$ cat src/rtl/tick_pkg.sv
`default_nettype none
// ============================================================================
// Module      : tick_pkg
// Description : Shared types and constants for the tick scheduler: the FSM
//               state encoding, default timing parameters, the common
//               counter width and the state transition function.
// Revision    : 1.0 - initial release
// ============================================================================
package tick_pkg;

    // Counter / terminal register width; wide enough for CLK_HZ at 100 MHz
    // and for the slowest game period (16 * GAME_BASE).
    localparam int c_CNT_W = 28;

    // Default timing for the 100 MHz board build.
    localparam int c_DEF_CLK_HZ    = 100_000_000;
    localparam int c_DEF_PIX_DIV   = 4;
    localparam int c_DEF_GAME_BASE = 1_000_000;
    localparam int c_DEF_BLINK_DIV = 25_000_000;

    // Seconds display range 0..59.
    localparam logic [5:0] c_SEC_LAST = 6'd59;

    typedef enum logic [1:0] {
        IDLE   = 2'd0,
        RUN    = 2'd1,
        PAUSE  = 2'd2,
        RELOAD = 2'd3
    } tick_state_t;

    // Next state of the run/pause/reload sequencer. A speed load wins over a
    // run change in the same cycle; a load seen in IDLE is serviced without
    // leaving IDLE, and a load seen in RELOAD is dropped.
    function automatic tick_state_t next_state(
        input tick_state_t cur,
        input logic        run,
        input logic        speed_load
    );
        tick_state_t nxt;
        nxt = cur;
        case (cur)
            IDLE:   nxt = speed_load ? IDLE : (run ? RUN : IDLE);
            RUN:    nxt = speed_load ? RELOAD : (run ? RUN : PAUSE);
            PAUSE:  nxt = speed_load ? RELOAD : (run ? RUN : PAUSE);
            RELOAD: nxt = run ? RUN : PAUSE;
            default: nxt = IDLE;
        endcase
        return nxt;
    endfunction

endpackage : tick_pkg
`default_nettype wire

$ cat src/rtl/strobe_counter.sv
`default_nettype none
// ============================================================================
// Module      : strobe_counter
// Description : Modulus counter producing a registered one-cycle strobe.
//               Each enabled cycle advances the count; the enabled cycle that
//               finds the count at period-1 wraps it to 0 and raises strobe
//               for the following cycle.
// Ports       : clk    - system clock
//               clr    - synchronous active-high reset
//               en     - count enable for this cycle
//               load   - synchronous clear of count and strobe
//               period - modulus in clk-enable cycles (must be >= 1)
//               strobe - registered one-cycle terminal strobe
// Revision    : 1.0 - initial release
// ============================================================================
module strobe_counter
    import tick_pkg::*;
#(
    parameter int WIDTH = c_CNT_W
) (
    input  logic             clk,
    input  logic             clr,
    input  logic             en,
    input  logic             load,
    input  logic [WIDTH-1:0] period,
    output logic             strobe
);

    logic [WIDTH-1:0] r_count;
    logic             r_strobe;
    logic             w_terminal;

    // ">=" rather than "==" so a counter never runs away past a shortened
    // period; in normal use the period only changes together with a clear.
    assign w_terminal = (r_count >= (period - WIDTH'(1)));

    always_ff @(posedge clk) begin
        if (clr || load) begin
            r_count  <= '0;
            r_strobe <= 1'b0;
        end else if (en) begin
            if (w_terminal) begin
                r_count  <= '0;
                r_strobe <= 1'b1;
            end else begin
                r_count  <= r_count + WIDTH'(1);
                r_strobe <= 1'b0;
            end
        end else begin
            r_strobe <= 1'b0;
        end
    end

    assign strobe = r_strobe;

endmodule : strobe_counter
`default_nettype wire

$ cat src/rtl/tick_scheduler.sv
`default_nettype none
// ============================================================================
// Module      : tick_scheduler
// Description : Single-clock timing controller. Produces one-cycle clock
//               enables (pixel, game tick, blink, seconds) on the system
//               clock, a 0..59 seconds counter, run/pause sequencing and a
//               load/ack handshake for changing the game speed on the fly.
// Ports       : clk        - system clock, rising edge
//               clr        - synchronous active-high reset
//               run        - 1 = game time advances, 0 = paused
//               speed_val  - game-speed selector, sampled on speed_load
//               speed_load - one-cycle request to apply speed_val
//               speed_ack  - one-cycle pulse when the new speed is in effect
//               pix_en     - free-running strobe every PIX_DIV cycles
//               game_en    - game-tick strobe, period (speed+1)*GAME_BASE
//               blink_en   - strobe every BLINK_DIV RUN cycles
//               sec_en     - strobe every CLK_HZ RUN cycles
//               sec_count  - seconds elapsed, 0..59, wraps
//               state      - IDLE=0, RUN=1, PAUSE=2, RELOAD=3
// Revision    : 1.0 - initial release
// ============================================================================
module tick_scheduler
    import tick_pkg::*;
#(
    parameter int CLK_HZ    = c_DEF_CLK_HZ,
    parameter int PIX_DIV   = c_DEF_PIX_DIV,
    parameter int GAME_BASE = c_DEF_GAME_BASE,
    parameter int BLINK_DIV = c_DEF_BLINK_DIV
) (
    input  logic       clk,
    input  logic       clr,
    input  logic       run,
    input  logic [3:0] speed_val,
    input  logic       speed_load,
    output logic       speed_ack,
    output logic       pix_en,
    output logic       game_en,
    output logic       blink_en,
    output logic       sec_en,
    output logic [5:0] sec_count,
    output logic [1:0] state
);

    localparam logic [c_CNT_W-1:0] c_PIX_PERIOD   = c_CNT_W'(PIX_DIV);
    localparam logic [c_CNT_W-1:0] c_BLINK_PERIOD = c_CNT_W'(BLINK_DIV);
    localparam logic [c_CNT_W-1:0] c_SEC_PERIOD   = c_CNT_W'(CLK_HZ);
    localparam logic [c_CNT_W-1:0] c_GAME_BASE    = c_CNT_W'(GAME_BASE);

    tick_state_t        r_state;
    tick_state_t        w_state_nxt;
    logic               r_speed_ack;
    logic [5:0]         r_sec_count;
    logic [c_CNT_W-1:0] r_game_period;
    logic [c_CNT_W-1:0] w_game_period_new;
    logic               w_accept_load;
    logic               w_count_en;
    logic               w_game_clear;
    logic               w_sec_en;

    always_comb begin
        w_state_nxt = next_state(r_state, run, speed_load);
    end

    // Time counters advance on every edge that lands in a RUN cycle, so each
    // strobe is raised in the very RUN cycle that completes its period and
    // never appears while the block is paused, idle or reloading.
    assign w_count_en   = (w_state_nxt == RUN);

    // The game counter is zeroed on entry to RELOAD; the first RUN cycle
    // afterwards is therefore cycle 1 of a fresh period.
    assign w_game_clear = (w_state_nxt == RELOAD);

    // Loads are honoured in IDLE, RUN and PAUSE; a load during RELOAD is lost.
    assign w_accept_load = speed_load && (r_state != RELOAD);

    // Terminal value of the game counter for the requested speed. The latched
    // speed lives only in this register: the reset value GAME_BASE is the
    // speed-0 period.
    assign w_game_period_new = (c_CNT_W'(speed_val) + c_CNT_W'(1)) * c_GAME_BASE;

    always_ff @(posedge clk) begin
        if (clr) begin
            r_state       <= IDLE;
            r_speed_ack   <= 1'b0;
            r_sec_count   <= '0;
            r_game_period <= c_GAME_BASE;
        end else begin
            r_state     <= w_state_nxt;
            // Ack follows the RELOAD cycle; an IDLE load is acknowledged on
            // the next cycle since no RELOAD cycle is taken there.
            r_speed_ack <= (r_state == RELOAD) ||
                           ((r_state == IDLE) && speed_load);
            if (w_accept_load) begin
                r_game_period <= w_game_period_new;
            end
            if (w_sec_en) begin
                r_sec_count <= (r_sec_count == c_SEC_LAST) ? 6'd0
                                                           : r_sec_count + 6'd1;
            end
        end
    end

    strobe_counter #(
        .WIDTH (c_CNT_W)
    ) u_pix_cnt (
        .clk    (clk),
        .clr    (clr),
        .en     (1'b1),
        .load   (1'b0),
        .period (c_PIX_PERIOD),
        .strobe (pix_en)
    );

    strobe_counter #(
        .WIDTH (c_CNT_W)
    ) u_game_cnt (
        .clk    (clk),
        .clr    (clr),
        .en     (w_count_en),
        .load   (w_game_clear),
        .period (r_game_period),
        .strobe (game_en)
    );

    strobe_counter #(
        .WIDTH (c_CNT_W)
    ) u_blink_cnt (
        .clk    (clk),
        .clr    (clr),
        .en     (w_count_en),
        .load   (1'b0),
        .period (c_BLINK_PERIOD),
        .strobe (blink_en)
    );

    strobe_counter #(
        .WIDTH (c_CNT_W)
    ) u_sec_cnt (
        .clk    (clk),
        .clr    (clr),
        .en     (w_count_en),
        .load   (1'b0),
        .period (c_SEC_PERIOD),
        .strobe (w_sec_en)
    );

    assign sec_en    = w_sec_en;
    assign speed_ack = r_speed_ack;
    assign sec_count = r_sec_count;
    assign state     = r_state;

endmodule : tick_scheduler
`default_nettype wire

$ cat config.mk
export PLATFORM = sky130hd
export DESIGN_NAME = tick_scheduler
export DESIGN_NICKNAME = d
export VERILOG_FILES = /design/src/rtl/tick_pkg.sv /design/src/rtl/strobe_counter.sv /design/src/rtl/tick_scheduler.sv
export SDC_FILE = /design/constraint.sdc
export NUM_CORES = 1
export LEC_CHECK = 0
export ABC_AREA = 1
export CAP_MARGIN = 0
export CORE_MARGIN = 8
export CORE_UTILIZATION = 57
export CTS_BUF_LIST = sky130_fd_sc_hd__clkbuf_8
export CTS_CLUSTER_SIZE = 14
export DETAILED_ROUTE_END_ITERATION = 6
export GPL_ROUTABILITY_DRIVEN = 0
export PLACE_DENSITY = 0.77
export SYNTH_ARGS = -nofsm -noshare
export SYNTH_HDL_FRONTEND = slang
export SYNTH_SLANG_ARGS = --single-unit
$ cat constraint.sdc
create_clock -name clk -period 4.1 [get_ports clk]
set_input_delay 0.82 -clock clk [delete_from_list [all_inputs] [get_ports clk]]
set_output_delay 0.82 -clock clk [all_outputs]
set_load 0.01 [all_outputs]
After elaboration in Yosys (flattened, before gate mapping) --
Index checks and enable logic that the tools add are counted.
Operators by class: add/sub/neg operators 7, multiply operators 1, $lt $le $gt $ge 4, equal/unequal tests 7, muxes and demuxes 13, bitwise operators 1, reductions and logical operators 9
Operators by type and width (count):
- adder 28 x 1 -> 28 bit (second input constant) | 4
- 2-to-1 mux 28 bit | 3
- greater-or-equal comparator 28 x 2 -> 1 bit (second input constant) | 1
- greater-or-equal comparator 28 x 25 -> 1 bit (second input constant) | 1
- greater-or-equal comparator 28 x 27 -> 1 bit (second input constant) | 1
- greater-or-equal comparator 28 bit | 1
- subtractor 28 x 1 -> 28 bit (second input constant) | 1
- multiplier 5 x 14 -> 19 bit (second input constant) | 1
- OR reduction 2 bit | 4
- adder 6 x 1 -> 6 bit (second input constant) | 1
- equality test 2 bit (second input constant) | 3
- equality test 6 bit (second input constant) | 1
- 2-to-1 mux 1 bit | 6
- 2-to-1 mux 6 bit | 1
- one-hot mux 2 bit (3 select lines) | 1
- adder 4 x 1 -> 5 bit (second input constant) | 1
- equality test 2 x 1 -> 1 bit (second input constant) | 2
- 2-to-1 mux 2 bit | 2
- logical AND 1 bit | 2
- logical NOT 2 bit | 1
- logical OR 1 bit | 2
- inequality test 2 bit (second input constant) | 1
- inverter 1 bit | 1
Word-level totals: register bits after elaboration 147, output and inout port bits 13

Longest topological paths before layout --
word-level depth 6, gate-level depth with buffers 22, depth with buffers taken out 21

By module --
A second synthesis with hierarchy kept.
Second synthesis, totals: cell total of the unflattened synthesis 1959, area, all modules 13492.9 µm²
Modules (own cells, without submodules):
- strobe_counter at u_blink_cnt ... | times used 3, cells an instance 416, area each 2839.0 µm²
- strobe_counter at u_game_cnt | times used 1, cells an instance 402, area each 2805.2 µm²
- tick_scheduler | times used 1, cells an instance 309, area each 2170.8 µm²

Worst setup path before layout --
OpenSTA, ideal clock, no wires.
kind input to register, start point input speed_val[0], end point register r_game_period[22], arrival 3809 ps, path slack 174 ps, stages on the path 17, buffers on the path 0, cell sequence ha_1 > inv_1 > nand2_1 > nand2_1 > inv_1 > ha_1 > inv_1 > fa_1 > fa_1 > inv_1 > ha_1 > a21oi_1 > nor2_1 > a211oi_1 > a21oi_1 > nor2_1 > nor2_1
On the way: word-level cells in the longest chain between the ends 2
Ends and longest elaborated chain:
- start: declaration | RTL line tick_scheduler.sv:33 | input logic [3:0] speed_val,
- adder 4 x 1 -> 5 bit | RTL line tick_scheduler.sv:79 | assign w_game_period_new = (c_CNT_W'(speed_val) + c_CNT_W'(1)) * c_GAME_BASE;
- multiplier 5 x 14 -> 19 bit | RTL line tick_scheduler.sv:79
- end signal: assignment | RTL line tick_scheduler.sv:86 | r_game_period <= c_GAME_BASE;
- end signal: assignment | RTL line tick_scheduler.sv:94 | r_game_period <= w_game_period_new;
- end: declaration | RTL line tick_scheduler.sv:53 | logic [c_CNT_W-1:0] r_game_period;
No other way between the ends. A chain may end at the register's enable or synchronous reset.

Worst setup path after layout --
start point input speed_val[0], end point register r_game_period[20]
Same word-level chain as after synthesis.

==> metrics.txt <==
status=completed; Initial DRC Count=483; area delta synth->final=13.0%; Die W=140 µm; CP Cell Sequence=clkdlybuf4s50_1 > ha_1 > inv_1 > nand2_1 > nand2_2 > inv_1 > ha_1 > inv_1 > fa_1 > fa_1 > inv_1 > ha_1 > a21oi_2 > buf_4 > inv_1 > nor2_1 > nand2_1 > nand3_1 > nand2_1 > nor2_1 > nor2_1; overall power=3340 µW; remaining antenna violation count=0; Die ar.=0.0195 mm²; Initial Util=57.7%; ANT cells=0; Slew Viols, Final=0; met3 GRT Util=4.86%; sequential-to-total area share from yosys stat=33.1%; CP Capture Type=flop; kind of critical path=primary input to flop; first-pass GRT wire length=33,300 µm; DRC errors left=0; Setup Viol. Count Final=0; cells on worst reg2reg path=18; DR vias/cell=5.19; Final WS setup=0.172 ns; routing usage on met2=33.6%; vias in the first global route=7,456; Final period util=95.8%; share of post-route cells with drive strength above 1=6.89%; Overall Global Routing Usage=20.4%; Synth Flop Type=dfxtp_1; Post-synth ARST share=0%; critical path's slowest cell=fa_1; Crit path required time=4.47 ns; Slew headroom=41.9%; yosys warns=0; row count=45; final net count=1,465; clock slew at reported path FFs=0.08 ns; overall via count from detail_route=8,281; I/O pin cnt=21; PwrDens=340 mW/mm²; clk_lat worst skew=0.48 ns; Arr. time, crit path=4.29 ns; CP max FO=4; Avg Inst Size Synth=6.61 µm²; hold slack=0.440 ns; Final Hold Viols=0; worst vdd ir=0.400 mV; crit path launch type=primary input; delay of the slowest cell on the worst path=0.52 ns; Least-Margin Pin Slew=0.861 ns; EDFF count, synth=0; Die Y=140 µm; worst min path class=flop to flop; Post-Place Worst Slack=-0.410 ns; drt pass-1 iters=5; post-route setup TNS=0 ns; Hold Path Cell Cnt=2; Pleak=0.00420 µW; synthesized flop and latch total=144; gr ovfl total=0; Clock Sinks=144; Placeable Area=0.0151 mm²; Top Usage Layer GRT=met2; initial antenna violation count=0; Top cell by count, worst path=inv_1; TritonCTS buffer count=17; CTS tree=yes; Post-Syn Area=0.00870 mm²; H-tree depth=4; max cap viols=0; unrepaired setup endpoints after global routing=false; min cycle time layout=3.93 ns; pin count of the biggest net entering global routing=46; PortBufs=20; dpl hpwl=15,000 µm; GR Layer Usage met1=25.6%; CTS Root Cell=clkbuf_8; Layout Skew=0.0129 ns; drt wl/cell=12.5 µm; utilization after layout=65.2%; clock tree buffer depth=2; post-synthesis cell type count=44; fmax=0.255 GHz; Cells after Synth=1,316; Detailed Route WL=19,900 µm
## report_power, final
part           internal, µW  switching (µW)  total (µW)
Clock                   575             643        1220
Combinational           277             374         651
Sequential             1440            32.2        1470
Total                  2290            1050        3340
## per-stage QoR
step,std cells,instance area [µm²]
after global routing,1595,9840
after detailed placement,1563,9390
final,1595,9840
after floorplan,1341,8800
after global placement,1563,9390
after CTS,1595,9810
## repair_timing
item | CTS | global route
setup buffers | 0 | 0
gates resized for setup | 0 | 6
hold buffers | 0 | 0
endpoints found under the setup margin | 0 | 5
## cells by family (layout without fill, tap and decap cells)
logic type / count (synthesis) / in the layout / synth area share (%)
flip-flops: 144 / 144 / 33.1
XOR/XNOR: 40 / 40 / 4.02
other: 1 / 26 / 0.0431
AO/OA/AOI/OAI: 137 / 137 / 8.83
buffers and inverters: 198 / 264 / 8.81
adder cells (fa/ha/maj): 63 / 63 / 9.57
AND/OR/NAND/NOR: 733 / 733 / 35.6
## synth_stat cells (7+ instances only)
cell type / n / area [µm²]
nand2_1: 313 / 1170
nor2_1: 234 / 878
inv_1: 176 / 661
dfxtp_1: 144 / 2880
nand3_1: 91 / 455
a21oi_1: 67 / 335
ha_1: 57 / 713
o21ai_0: 40 / 200
nor3_1: 32 / 160
nand4_1: 27 / 169
xor2_1: 27 / 236
xnor2_1: 13 / 114
clkbuf_1: 8 / 30.0
nor4_1: 8 / 50.1
buf_2: 7 / 35.0
## cells in the final DEF (no fill, tap or decap), types with 4 or more instances in the layout
cell type	n
inv_6	7
nor2_2	6
buf_4	34
nor2_1	233
nand2_1	312
nand4_1	27
a31oi_1	4
nand3b_1	4
clkbuf_8	17
ha_1	56
dfxtp_1	144
nand3_1	91
xor2_1	27
o21ai_0	40
o21bai_1	4
inv_1	176
inv_8	5
fa_1	5
conb_1	26
a21oi_1	66
nor3_1	32
xnor2_1	13
nor4_1	8
o21ai_1	4
nand2_2	7
clkdlybuf4s50_1	20
## critical path, delay by kind of cell
| kind | cells | cell delay (ns) |
|---|---|---|
| AO/OA/AOI/OAI | 1 | 0.20 |
| AND/OR/NAND/NOR | 8 | 0.55 |
| buffers and inverters | 7 | 0.88 |
| adder cells (fa/ha/maj) | 5 | 1.84 |
## registers in the layout, summed over array words and instances (netlist names)
signal and flops:
u_pix_cnt.r_count 28, u_game_cnt.strobe 1, u_blink_cnt.strobe 1, speed_ack 1
u_blink_cnt.r_count 28, state 2, u_sec_cnt.strobe 1, r_game_period 19
sec_count 6, u_sec_cnt.r_count 28, u_game_cnt.r_count 28, u_pix_cnt.strobe 1
## worst paths after layout
path                            slack, ns               startpoint                       to
worst max-delay path                 0.17             speed_val[0]        r_game_period[20]
worst min-delay path                 0.44  u_blink_cnt.r_count[26]  u_blink_cnt.r_count[26]
worst max register to register       0.68         r_game_period[6]   u_game_cnt.r_count[17]
worst min register to register       0.44  u_blink_cnt.r_count[26]  u_blink_cnt.r_count[26]
## routing by layer
layer,share of wire (%),wire [µm]
met1,48,9470
met2,46,9060
met3,4.9,980
met4,1.9,382
met5,0,0
## area by class of cell
type / instances / area, µm²
fill: 1417 / 5250
multi-input combinational: 999 / 5180
sequential: 144 / 2880
inverter: 178 / 668
timing repair buffer: 54 / 455
tap: 188 / 235
clock buffer: 17 / 234
clock inverter: 15 / 186
No activity file was read; power rests on OpenSTA's default activity.
